<file path="config.mk">
export PLATFORM = sky130hd
export DESIGN_NAME = seq_pattern_gen
export DESIGN_NICKNAME = d
export VERILOG_FILES = /design/src/rtl/seq_pattern_gen.sv
export SDC_FILE = /design/constraint.sdc
export NUM_CORES = 1
export LEC_CHECK = 0
export CAP_MARGIN = 10
export CORE_UTILIZATION = 47
export CTS_CLUSTER_DIAMETER = 50
export DETAILED_ROUTE_END_ITERATION = 12
export PLACE_DENSITY = 0.77
export SLEW_MARGIN = 20
export SYNTH_ARGS = -nofsm -noshare
export SYNTH_HDL_FRONTEND = slang
export SYNTH_SLANG_ARGS = --single-unit
</file>
<file path="constraint.sdc">
create_clock -name clk -period 2 [get_ports clk]
set_input_delay 0.6 -clock clk [delete_from_list [all_inputs] [get_ports clk]]
set_output_delay 0.6 -clock clk [all_outputs]
set_load 0.01 [all_outputs]
</file>
<file path="src/rtl/seq_pattern_gen.sv">
`timescale 1ns/1ps
`default_nettype none
// ============================================================================
// Module   : seq_pattern_gen
// Purpose  : Serial MSB-first pattern transmitter with repeat count, fixed
//            inter-pass idle gap and valid/ready handshake on the bit output.
// Revision : 1.0 - initial release
// ============================================================================
module seq_pattern_gen #(
    parameter int PAT_W = 8,
    parameter int LEN_W = 4,
    parameter int CNT_W = 4,
    parameter int GAP   = 2
) (
    input  logic             clk,
    input  logic             reset,
    input  logic             start,
    input  logic [PAT_W-1:0] pattern,
    input  logic [LEN_W-1:0] len,
    input  logic [CNT_W-1:0] repeats,
    output logic             bit_out,
    output logic             bit_valid,
    input  logic             bit_ready,
    output logic             last_bit,
    output logic             busy,
    output logic             done
);

    localparam int c_IDX_W = (PAT_W > 1) ? $clog2(PAT_W) : 1;
    localparam int c_GAP_W = (GAP > 1) ? $clog2(GAP) : 1;
    localparam logic [LEN_W-1:0]   c_PAT_W_L  = LEN_W'(PAT_W);
    localparam logic [c_GAP_W-1:0] c_GAP_LOAD = (GAP > 0) ? c_GAP_W'(GAP - 1) : '0;

    typedef enum logic [1:0] {
        S_IDLE = 2'd0,
        S_SEND = 2'd1,
        S_GAPW = 2'd2,
        S_DONE = 2'd3
    } state_t;

    state_t               r_state;
    logic [PAT_W-1:0]     r_pat;
    logic [c_IDX_W-1:0]   r_len_m1;
    logic [c_IDX_W-1:0]   r_idx;
    logic [CNT_W-1:0]     r_pass;
    logic [c_GAP_W-1:0]   r_gap;

    state_t               w_nxt_state;
    logic [PAT_W-1:0]     w_nxt_pat;
    logic [c_IDX_W-1:0]   w_nxt_len_m1;
    logic [c_IDX_W-1:0]   w_nxt_idx;
    logic [CNT_W-1:0]     w_nxt_pass;
    logic [c_GAP_W-1:0]   w_nxt_gap;
    logic [LEN_W-1:0]     w_len_c;
    logic                 w_nxt_send;

    assign w_len_c    = (len > c_PAT_W_L) ? c_PAT_W_L : len;
    assign w_nxt_send = (w_nxt_state == S_SEND);

    always_comb begin
        w_nxt_state  = r_state;
        w_nxt_pat    = r_pat;
        w_nxt_len_m1 = r_len_m1;
        w_nxt_idx    = r_idx;
        w_nxt_pass   = r_pass;
        w_nxt_gap    = r_gap;
        case (r_state)
            S_IDLE: begin
                if (start) begin
                    w_nxt_pat    = pattern;
                    w_nxt_len_m1 = c_IDX_W'(w_len_c - 1'b1);
                    w_nxt_idx    = c_IDX_W'(w_len_c - 1'b1);
                    w_nxt_pass   = repeats;
                    w_nxt_state  = (w_len_c == '0) ? S_DONE : S_SEND;
                end
            end
            S_SEND: begin
                // bit_valid is always high in SEND, so bit_ready alone marks a transfer
                if (bit_ready) begin
                    if (r_idx != '0) begin
                        w_nxt_idx = r_idx - 1'b1;
                    end else if (r_pass != '0) begin
                        w_nxt_pass = r_pass - 1'b1;
                        w_nxt_idx  = r_len_m1;
                        if (GAP > 0) begin
                            w_nxt_state = S_GAPW;
                            w_nxt_gap   = c_GAP_LOAD;
                        end
                    end else begin
                        w_nxt_state = S_DONE;
                    end
                end
            end
            S_GAPW: begin
                if (r_gap == '0) begin
                    w_nxt_state = S_SEND;
                end else begin
                    w_nxt_gap = r_gap - 1'b1;
                end
            end
            default: begin
                w_nxt_state = S_IDLE;
            end
        endcase
    end

    // Outputs are registered from the next-state decode so they align with the state
    always_ff @(posedge clk or posedge reset) begin
        if (reset) begin
            r_state   <= S_IDLE;
            r_pat     <= '0;
            r_len_m1  <= '0;
            r_idx     <= '0;
            r_pass    <= '0;
            r_gap     <= '0;
            bit_out   <= 1'b0;
            bit_valid <= 1'b0;
            last_bit  <= 1'b0;
            busy      <= 1'b0;
            done      <= 1'b0;
        end else begin
            r_state   <= w_nxt_state;
            r_pat     <= w_nxt_pat;
            r_len_m1  <= w_nxt_len_m1;
            r_idx     <= w_nxt_idx;
            r_pass    <= w_nxt_pass;
            r_gap     <= w_nxt_gap;
            bit_out   <= w_nxt_send & w_nxt_pat[w_nxt_idx];
            bit_valid <= w_nxt_send;
            last_bit  <= w_nxt_send && (w_nxt_idx == '0) && (w_nxt_pass == '0);
            busy      <= w_nxt_send || (w_nxt_state == S_GAPW);
            done      <= (w_nxt_state == S_DONE);
        end
    end

endmodule
`default_nettype wire
</file>
==> results.md, run 1 <==
- Number of distinct standard cells referenced by the synthesized netlist: 51
- Worst Path Buf+Inv: 2
- Final critical path time including I/O delays and setup: 2310 ps
- Detailed-route vias per instance: 5.58
- Final Cycle Share: 116%
- First-pass GRT wire length: 7100 µm
- Synthesis-stage register bit count: 26
- Cell row count: 20
- Largest driver fanout on the critical path: 4
- Routed wire length on met2: 2720 µm
- Maximum clock frequency: 432 MHz
- Maximum clock path buffer count: 2
- Post-place setup slack: -755 ps
- Worst clock skew on the final layout: 12.7 ps
- Fraction of layout instances using a drive strength above 1: 41.5%
- Number of buffers inserted during clock tree synthesis: 3
- Dominant cells by area after synthesis: dfrtp_1 (44%), ha_1 (5.9%), nand2_1 (5.1%), inv_1 (3.3%), mux2_1 (3.0%)
- Unrepaired setup endpoints after global routing: yes
- IR Drop Worst-Case VDD: 0.000839 V
- Data arrival, critical path: 2580 ps
- Number of DRC markers in iteration 0: 96
- Path class of the lowest-slack min-delay path: reg -> reg
- Met3 Routed Length: 232 µm
- Die Span Y: 58.1 µm
- Slew @ Worst Pin: 467 ps
- Leakage dissipation: 1.11 nW
- Critical-path top delay cell: or4_4
- Synth top area share: 44.0%
- Total design power: 3.99 mW
- Via count of the first global-routing pass: 1,550
- Final cell area excluding filler cells: 0.00241 mm²
- Total congestion overflow: 0
- Cell family with the largest share of critical-path delay: simple AND/OR/NAND/NOR gates
- Insertion delay of the later-clocked pin in the worst-skew pair: 340 ps
- Metal1 wirelength: 2090 µm
- Hold Vio Cnt, Final: 0
- Antenna cell count: 0
- TritonRoute pass-1 iters: 4
- Antenna violations before repair: 0
- Setup CP Type: reg -> reg
- Ys Warns: 0
- Area used by multi-input combinational logic: 918 µm²
- Ordered cell list for the critical path: inv_2 -> ha_4 -> nand3b_1 -> buf_6 -> o21ai_1 -> a31oi_1 -> o22a_1 -> or4_4 -> nor4_4
- Cell Area, Synth: 0.00148 mm²
- GR Util All Layers: 28.1%
- Buffers added on ports: 24
- Clock tree from TritonCTS: done
- Effective utilization at floorplan: 48.9%
- Cells after Synth: 151
- Number of fill cells: 189
- Via count: 1,552
- Top flip-flop cell by instance count after synthesis: dfrtp_1
- CTS Sinks: 26
- Chip width: 58.1 µm
- Share of flip-flops with an asynchronous set or reset after synthesis: 100%
- Finish-stage setup viols: 3
- Final Instance Count excl. Fillers: 278
- Detail-routed net length per standard cell: 19.0 µm
- Number of antenna-violating nets in the routed design: 0
- I/O pin count: 25
- Max incr delay on CP: 550 ps
- WP data required: 2260 ps
- Average instance area after synthesis: 9.80 µm²
- Run status: finished, violations left
- Nature of the critical path startpoint: flip-flop
- Post-Place Cells: 258
- Library cell occupying the most area in the post-synthesis netlist: dfrtp_1
- Overall die area: 0.00338 mm²
- Final WS setup: -314 ps
- Max-capacitance violation count: 0
- Cell area reported after detailed placement: 0.00210 mm²
- Number of max-slew violations in the final report: 0
- Core area: 0.00303 mm²
- Violated checks: setup timing
- Sequential area share after synthesis: 44.0%
- Post-detail-place hpwl: 3040 µm
- Root Driver: clkbuf_4
- Clock-pin slew of the registers on the worst-case setup and hold paths: 150 ps
- Routability congestion estimate from global placement: 0.871
- Area used by sequential logic in the layout: 651 µm²
- Top routing layer in use: met4
- Hold Buf Count CTS: 0
- Aggregate negative setup slack: -696 ps
- DRC violation count after routing: 0
- Number of synthesized flops with an enable pin: 0
- Critical Path Sink Type: flip-flop
- Syn Nets: 178
- H-Tree Level Count: 1
- Signed area change from the synthesized netlist to the final layout: 63.0%
- Pin count of the biggest net entering global routing: 27
- Post-Route WL: 5280 µm
- PD cells: 1650 mW/mm²
- Worst slew slack as a fraction of its limit: 68.6%
- Net count reported at finish: 262
-- state kept, by name, summed over array words and instances, names as in the netlist --
register,count
bit_out,1
bit_valid,1
busy,1
done,1
last_bit,1
r_gap,1
r_idx,3
r_len_m1,3
r_pass,4
r_pat,8
r_state,2
-- worst reg2reg max path: cells and delay by family (launching register included) --
| kind | cells | cell delay, ps |
|---|---|---|
| buffers and inverters | 2 | 280 |
| adder cells (fa/ha/maj) | 1 | 150 |
| AO/OA/AOI/OAI | 3 | 520 |
| flip-flops | 1 | 430 |
| AND/OR/NAND/NOR | 3 | 850 |
-- metal layers --
layer | vias up | track usage, %
li1 | 706 | -
met1 | 761 | 34.5
met2 | 62 | 48.8
met3 | 23 | 3.35
met4 | 0 | 13.6
met5 | - | 0
-- final timing paths --
check                         start  endpoint  slack (ps)  cells past startpoint
min                        r_pat[3]  r_pat[3]         510                      1
min reg2reg                r_pat[3]  r_pat[3]         510                      1
max reg2reg                r_idx[0]  last_bit        -310                      9
max in group asynchronous     reset  r_pat[7]        1150                      3
max                        r_idx[0]  last_bit        -310                      9
min in group asynchronous     reset  r_pat[3]         600                      3
-- cell type report --
cell class / count / area share [%]
multi-input combinational: 107 / 38.1
timing repair buffer: 83 / 29.0
sequential: 26 / 27.0
tap: 44 / 2.28
inverter: 14 / 2.18
clock buffer: 4 / 1.50
-- layout by cell type (no fill, tap or decap), types with 2 or more instances in the layout --
cell	instances
inv_2	6
a311oi_2	2
o21ai_0	2
nor2_1	9
clkbuf_4	3
nor2b_2	2
dlygate4sd2_1	5
nand2_1	18
mux2_1	4
o21ai_1	2
nor2b_1	4
a21oi_1	5
or3_1	2
buf_4	53
a22oi_1	2
ha_1	4
o2111ai_4	2
nand2b_4	2
ha_4	3
a21boi_0	2
nand2_2	3
inv_1	8
dfrtp_1	26
a21o_1	4
o22ai_1	3
nand3b_1	3
clkdlybuf4s50_1	19
buf_6	6
-- synth_stat cells, types with 2 or more instances --
| master | n |
|---|---|
| a21boi_0 | 2 |
| nor2_1 | 9 |
| nand3b_1 | 3 |
| nand2b_1 | 3 |
| o2111ai_1 | 4 |
| nor2b_1 | 6 |
| ha_1 | 7 |
| a21o_1 | 4 |
| nand2_1 | 20 |
| o21ai_0 | 3 |
| a22oi_1 | 2 |
| inv_1 | 13 |
| o22ai_1 | 4 |
| dfrtp_1 | 26 |
| or3_1 | 2 |
| a21oi_1 | 5 |
| mux2_1 | 4 |
-- kinds of logic (layout without fill, tap and decap cells) --
| family | count (synthesis) | after routing | synth area share [%] |
|---|---|---|---|
| AO/OA/AOI/OAI | 37 | 37 | 18.7 |
| XOR/XNOR | 1 | 1 | 0.592 |
| adder cells (fa/ha/maj) | 7 | 7 | 5.92 |
| buffers and inverters | 18 | 101 | 5.16 |
| flip-flops | 26 | 26 | 44.0 |
| multiplexers | 5 | 5 | 3.80 |
| AND/OR/NAND/NOR | 57 | 57 | 21.9 |
-- where the power goes --
group	internal [mW]	switching [mW]	total, mW	leakage (nW)
clock network	0.112	0.167	0.279	0.0210
registers	0.769	0.177	0.946	0.311
logic	1.42	1.34	2.77	0.782
total	2.31	1.69	3.99	1.11
-- stage by stage --
stage               util [%]  hold slack, ps
global placement        69.5             468
floorplan                  -             442
finish                  79.7             512
CTS                     76.8             508
global route            79.7             519
detailed placement      69.5             469
-- repair_timing --
action	4_1_cts	5_1_grt
pin swaps	15	6
setup buffers	12	6
hold endpoints to repair	0	0
endpoints found under the setup margin	3	3
resized for setup	24	11
No activity file was read; power rests on OpenSTA's default activity.
==> inputs of run 2 (changes only) <==
Settings changed: CTS_CLUSTER_DIAMETER 50 to 60.
==> results of run 2 <==
Same layout as run 1: the final DEF is identical, and so are final timing and power.
